`src/rtl/inst_fifo.sv`:
```
// rtl/inst_fifo.sv - dual-issue instruction queue between fetch and decode
// Accepts up to two {inst, pc} words per cycle and presents the two oldest to decode.
module inst_fifo #(
    parameter int DEPTH = 16
) (
    input  logic        clk,
    input  logic        rst,
    input  logic        flush,
    input  logic        write_en1,
    input  logic        write_en2,
    input  logic [31:0] write_inst1,
    input  logic [31:0] write_inst2,
    input  logic [31:0] write_addr1,
    input  logic [31:0] write_addr2,
    input  logic        read_en1,
    input  logic        read_en2,
    output logic [31:0] read_inst1,
    output logic [31:0] read_inst2,
    output logic [31:0] read_addr1,
    output logic [31:0] read_addr2,
    output logic        fifo_empty,
    output logic        almost_empty,
    output logic        fifo_full
);
    localparam int AW = $clog2(DEPTH);
    localparam logic [AW:0] L_DEPTH = (AW+1)'(DEPTH);
    localparam logic [AW:0] L_ZERO  = '0;
    localparam logic [AW:0] L_ONE   = (AW+1)'(1);
    localparam logic [AW:0] L_TWO   = (AW+1)'(2);

    logic [31:0]   r_inst_mem [DEPTH];
    logic [31:0]   r_addr_mem [DEPTH];
    logic [AW-1:0] r_wptr;
    logic [AW-1:0] r_rptr;
    logic [AW:0]   r_count;

    logic [AW:0]   w_free;
    logic [AW:0]   w_wr_req;
    logic [AW:0]   w_rd_req;
    logic [AW:0]   w_wr_num;
    logic [AW:0]   w_rd_num;
    logic [AW-1:0] w_wptr_p1;
    logic [AW-1:0] w_rptr_p1;

    // Slot 2 only counts alongside slot 1; both grants are capped by pre-edge state.
    always_comb begin
        w_free    = L_DEPTH - r_count;
        w_wr_req  = write_en1 ? (write_en2 ? L_TWO : L_ONE) : L_ZERO;
        w_rd_req  = read_en1  ? (read_en2  ? L_TWO : L_ONE) : L_ZERO;
        w_wr_num  = (w_wr_req > w_free)  ? w_free  : w_wr_req;
        w_rd_num  = (w_rd_req > r_count) ? r_count : w_rd_req;
        w_wptr_p1 = r_wptr + AW'(1);
        w_rptr_p1 = r_rptr + AW'(1);
    end

    always_ff @(posedge clk or posedge rst) begin
        if (rst) begin
            r_wptr  <= '0;
            r_rptr  <= '0;
            r_count <= '0;
        end else if (flush) begin
            r_wptr  <= '0;
            r_rptr  <= '0;
            r_count <= '0;
        end else begin
            r_wptr  <= r_wptr + w_wr_num[AW-1:0];
            r_rptr  <= r_rptr + w_rd_num[AW-1:0];
            r_count <= r_count + w_wr_num - w_rd_num;
        end
    end

    always_ff @(posedge clk) begin
        if (!rst && !flush) begin
            if (w_wr_num != L_ZERO) begin
                r_inst_mem[r_wptr] <= write_inst1;
                r_addr_mem[r_wptr] <= write_addr1;
            end
            if (w_wr_num == L_TWO) begin
                r_inst_mem[w_wptr_p1] <= write_inst2;
                r_addr_mem[w_wptr_p1] <= write_addr2;
            end
        end
    end

    assign read_inst1   = (r_count >= L_ONE) ? r_inst_mem[r_rptr]    : 32'd0;
    assign read_addr1   = (r_count >= L_ONE) ? r_addr_mem[r_rptr]    : 32'd0;
    assign read_inst2   = (r_count >= L_TWO) ? r_inst_mem[w_rptr_p1] : 32'd0;
    assign read_addr2   = (r_count >= L_TWO) ? r_addr_mem[w_rptr_p1] : 32'd0;
    assign fifo_empty   = (r_count == L_ZERO);
    assign almost_empty = (r_count == L_ONE);
    assign fifo_full    = (r_count > (L_DEPTH - L_TWO));
endmodule

```
`config.mk`:
```
export PLATFORM = sky130hd
export DESIGN_NAME = inst_fifo
export DESIGN_NICKNAME = d
export VERILOG_FILES = /design/src/rtl/inst_fifo.sv
export SDC_FILE = /design/constraint.sdc
export NUM_CORES = 2
export LEC_CHECK = 0
export ABC_AREA = 0
export BUFFER_PORTS_ARGS = -buffer_cell sky130_fd_sc_hd__buf_2
export CORE_UTILIZATION = 50
export DETAILED_ROUTE_END_ITERATION = 6
export GPL_TIMING_DRIVEN = 0
export HOLD_SLACK_MARGIN = 0.08
export PLACE_DENSITY = 0.77
export SLEW_MARGIN = 20
export SYNTH_ARGS = -nofsm -noshare
export SYNTH_HDL_FRONTEND = slang
export SYNTH_SLANG_ARGS = --single-unit
export TNS_END_PERCENT = 30
```
`constraint.sdc`:
```
create_clock -name clk -period 9.5 [get_ports clk]
set_clock_uncertainty 0.15 [all_clocks]
set_input_delay 1.9 -clock clk [delete_from_list [all_inputs] [get_ports clk]]
set_output_delay 1.9 -clock clk [all_outputs]
set_load 0.1 [all_outputs]
```
==> results.sh <==
export IMPL_ys_seq_area_share_pct=50.6
export IMPL_fmax_mhz=126
export IMPL_dr_first_iter_drc_count=6922
export IMPL_cts_hold_fix_buffers=0
export IMPL_synth_ff_type="edfxtp_1"
export IMPL_layout_nets=4293
export IMPL_pwr_share_clk_pct=20.1
export IMPL_grt_max_degree=30
export IMPL_hold_violations=0
export IMPL_wl_met1_um=74000
export IMPL_synthMuxAreaShare_pct=41.6
export IMPL_avgViaCountPerCell=7.12
export IMPL_relSlewSlack_pct=16.2
export IMPL_rsz0062_at_grt="no"
export IMPL_synth_area_per_cell_um2=17.1
export IMPL_arrival_ns=5.92
export IMPL_grt_pass1_wl_um=301000
export IMPL_synth_top_family_by_area="multiplexers"
export IMPL_dp_cells=5647
export IMPL_async_flop_share_pct=1.25
export IMPL_tightest_slew_ns=1.26
export IMPL_cp_common_cell="clkbuf_1"
export IMPL_period_needed_ns=7.97
export IMPL_antenna_found_initial=37
export IMPL_dpl_hpwl_um=146000
export IMPL_clock_sinks=1037
export IMPL_end_kind="output port"
export IMPL_ys_ff_latch=1037
export IMPL_rr_endpoint="r_inst_mem[5][7]$_DFFE_PP_"
export IMPL_syn_to_final_growth_pct=14.1
export IMPL_dieArea_um2=124000
export IMPL_synth_area_um2=61400
export IMPL_grt_pass1_vias=41600
export IMPL_irDropWorstVdd_mv=0.653
export IMPL_synth_cell_type_count=47
export IMPL_wl_um=214000
export IMPL_die_w_um=352
export IMPL_run_status="finished with violations"
export IMPL_whs_endpoint="r_wptr[0]$_DFF_PP0_"
export IMPL_portBuffers=265
export IMPL_finalMaxSlewViolations=0
export IMPL_synth_edf_count=1024
export IMPL_yosys_area_top_type="edfxtp_1"
export IMPL_crit_slowest_cell="clkbuf_1"
export IMPL_crit_family="buffers and inverters"
export IMPL_routedWlPerCell_um=36.5
export IMPL_clock_root_buffer="clkbuf_16"
export IMPL_grt_usage_pct=34.0
export IMPL_drc_errors=6
export IMPL_critPathMaxStageDelay_ns=0.93
export IMPL_setup_viol=0
export IMPL_htree_levels=3
export IMPL_period_share_pct=83.9
export IMPL_antenna_left=0
export IMPL_swShare_pct=48.6
export IMPL_worst_skew_pair_late_latency_ns=0.72
export IMPL_hold_path_class="reg -> reg"
export IMPL_seq_area_um2=31100
export IMPL_setup_worst_path_start="r_rptr[1]$_DFF_PP0_"
export IMPL_clockBufferDepth=3
export IMPL_r2r_start="r_count[0]$_DFF_PP0_"
export IMPL_layout_drive_gt1_share_pct=45.6
export IMPL_drv_cap=0
export IMPL_r2r_cells=18
export IMPL_fp_coreArea_um2=122000
export IMPL_combPwrFrac_pct=54.8
export IMPL_p_leak_nw=23.1
export IMPL_vias=41700
export IMPL_instances_no_fill=5864
export IMPL_multi_input_area_um2=28600
export IMPL_pwr_share_seq_pct=25.1
export IMPL_synthXorXnorAreaFrac_pct=0.143
export IMPL_hold_slack_ns=0.482
export IMPL_fp_row_count=128
export IMPL_place_gp_congestion=0.922
export IMPL_clk_pin_slew_ns=0.06
export IMPL_cp_cell_sequence="ha_1 -> clkbuf_1 -> clkbuf_1 -> clkbuf_1 -> mux4_2 -> mux2i_1 -> a211oi_1 -> buf_2"
export IMPL_cts_resized=0
export IMPL_top_layer_used="met5"
export IMPL_die_y_um=352
export IMPL_netlist_instances=3586
export IMPL_io_pins=266
export IMPL_cts_tree="done"
export IMPL_yosys_warnings=0
export IMPL_p_sw_w=0.0102
export IMPL_hold_path_startpoint="r_wptr[0]$_DFF_PP0_"
export IMPL_cts_setup_buffers=0
export IMPL_yosys_area_share_simple_pct=2.16
export IMPL_worst_setup_path_start_kind="flop"
export IMPL_start_util_pct=50.4
export IMPL_grt_ovfl_total=0
export IMPL_first_pass_iters=7
export IMPL_whs_path_depth=2
export IMPL_yosysTopAreaCellShare_pct=50.1
export IMPL_path_max_fanout=10
export IMPL_crit_required_ns=7.45
export IMPL_wl_met3_um=29700
export IMPL_violations="DRC"
export IMPL_post_synth_fa_ha_maj_area_fraction_pct=0.579
export IMPL_wl_met2_um=97000
export IMPL_fillers=9292
export IMPL_critPathBufInv=4
export IMPL_cts_buffers=107
export IMPL_synth_compound_area_share_pct=1.82
export IMPL_synth_area_leaders="edfxtp_1 (50%), mux4_2 (21%), mux2_2 (10%), mux2_1 (8.7%), a211oi_1 (1.6%)"
export IMPL_internal_power_w=0.0108
export IMPL_reg2reg_slack_ns=3.60
export IMPL_power_density_nw_per_um2=300
export IMPL_critPathKind="reg -> out"
## how the worst max path moves through the flow
stage	cells after the start	endpoint
2_1_floorplan	10	r_addr_mem[1][0]$_DFFE_PP_
3_3_place_gp	11	r_inst_mem[1][11]$_DFFE_PP_
3_5_place_dp	8	read_addr2[31]
4_1_cts	8	read_addr2[31]
5_1_grt	8	read_addr2[15]
6_report	8	read_addr2[31]
## per-stage QoR
stage / TNS [ns] / worst slack (ns) / util (%) / cell area [um^2] / total power [W]
after floorplan: -221.40 / -1.15 / - / 61400 / 0.0138
after global placement: -6111.35 / -11.65 / 53.2 / 64800 / 0.0166
after detailed placement: 0 / 2.63 / 54.7 / 66600 / 0.0167
after CTS: 0 / 1.84 / 57.5 / 70000 / 0.0208
after global routing: 0 / 1.56 / 57.5 / 70000 / 0.0214
final: 0 / 1.53 / 57.5 / 70000 / 0.0210
## synthesized netlist by cell type (13+ instances only)
cell type,n
nor2_1,44
inv_1,19
edfxtp_1,1024
clkbuf_1,223
buf_2,158
nor2b_1,137
mux4_2,576
ha_1,22
dfrtp_1,13
nand2_1,16
a211oi_1,128
mux2i_1,72
mux2_2,557
mux2_1,474
buf_1,24
## metal layers
| metal | global-route usage (%) | vias to the layer above |
|---|---|---|
| li1 | - | 15900 |
| met1 | 43.4 | 21100 |
| met2 | 52.1 | 3766 |
| met3 | 10.1 | 862 |
| met4 | 18.5 | 28 |
| met5 | 0 | - |
## flip-flops by register name, summed over array words and instances, names as in the netlist
signal,cells
r_addr_mem,512
r_count,5
r_inst_mem,512
r_rptr,4
r_wptr,4
## cells by family after synthesis
| logic type | count (synthesis) |
|---|---|
| compound gates | 153 |
| mux | 1691 |
| flops | 1037 |
| simple gates | 236 |
| other cells | 1 |
| fa+ha+maj | 26 |
| buf+inv | 432 |
| xor+xnor | 10 |
## cells in the final DEF (no fill, tap or decap), types with 12 or more instances in the layout
| cell type | instances |
|---|---|
| inv_1 | 19 |
| clkbuf_1 | 246 |
| buf_1 | 18 |
| clkinv_1 | 27 |
| buf_4 | 77 |
| a211oi_1 | 128 |
| ha_1 | 22 |
| mux2_2 | 557 |
| mux2i_4 | 12 |
| buf_6 | 46 |
| mux4_2 | 576 |
| nand2_1 | 16 |
| clkbuf_16 | 108 |
| dfrtp_1 | 13 |
| diode_2 | 19 |
| mux2i_1 | 72 |
| edfxtp_1 | 1024 |
| nor2_1 | 43 |
| nor2b_1 | 136 |
| mux2_1 | 474 |
| clkinv_2 | 13 |
| buf_2 | 458 |
## worst min-delay path: stages, from the launching register on
cell,delay [ns]
dfrtp_1,0.35
ha_1,0.13
nor2b_1,0.12
## power by group through the flow
stage               logic (W)  clock network, W  registers [W]
finish                 0.0115           0.00423        0.00528
floorplan             0.00842                 0        0.00536
detailed placement     0.0113                 0        0.00537
global route           0.0117           0.00436        0.00529
global placement       0.0111                 0        0.00542
CTS                    0.0114           0.00421        0.00527
## area by class of cell
type | count | area share [%]
Tap cell | 1625 | 2.90
Antenna cell | 19 | 0.0679
Timing Repair Buffer | 434 | 4.27
Clock inverter | 62 | 0.820
Inverter | 19 | 0.102
Multi-Input combinational cell | 2120 | 40.8
Clock buffer | 135 | 4.02
Buffer | 413 | 2.60
Sequential cell | 1037 | 44.4
(Power assumes the default switching activity.)
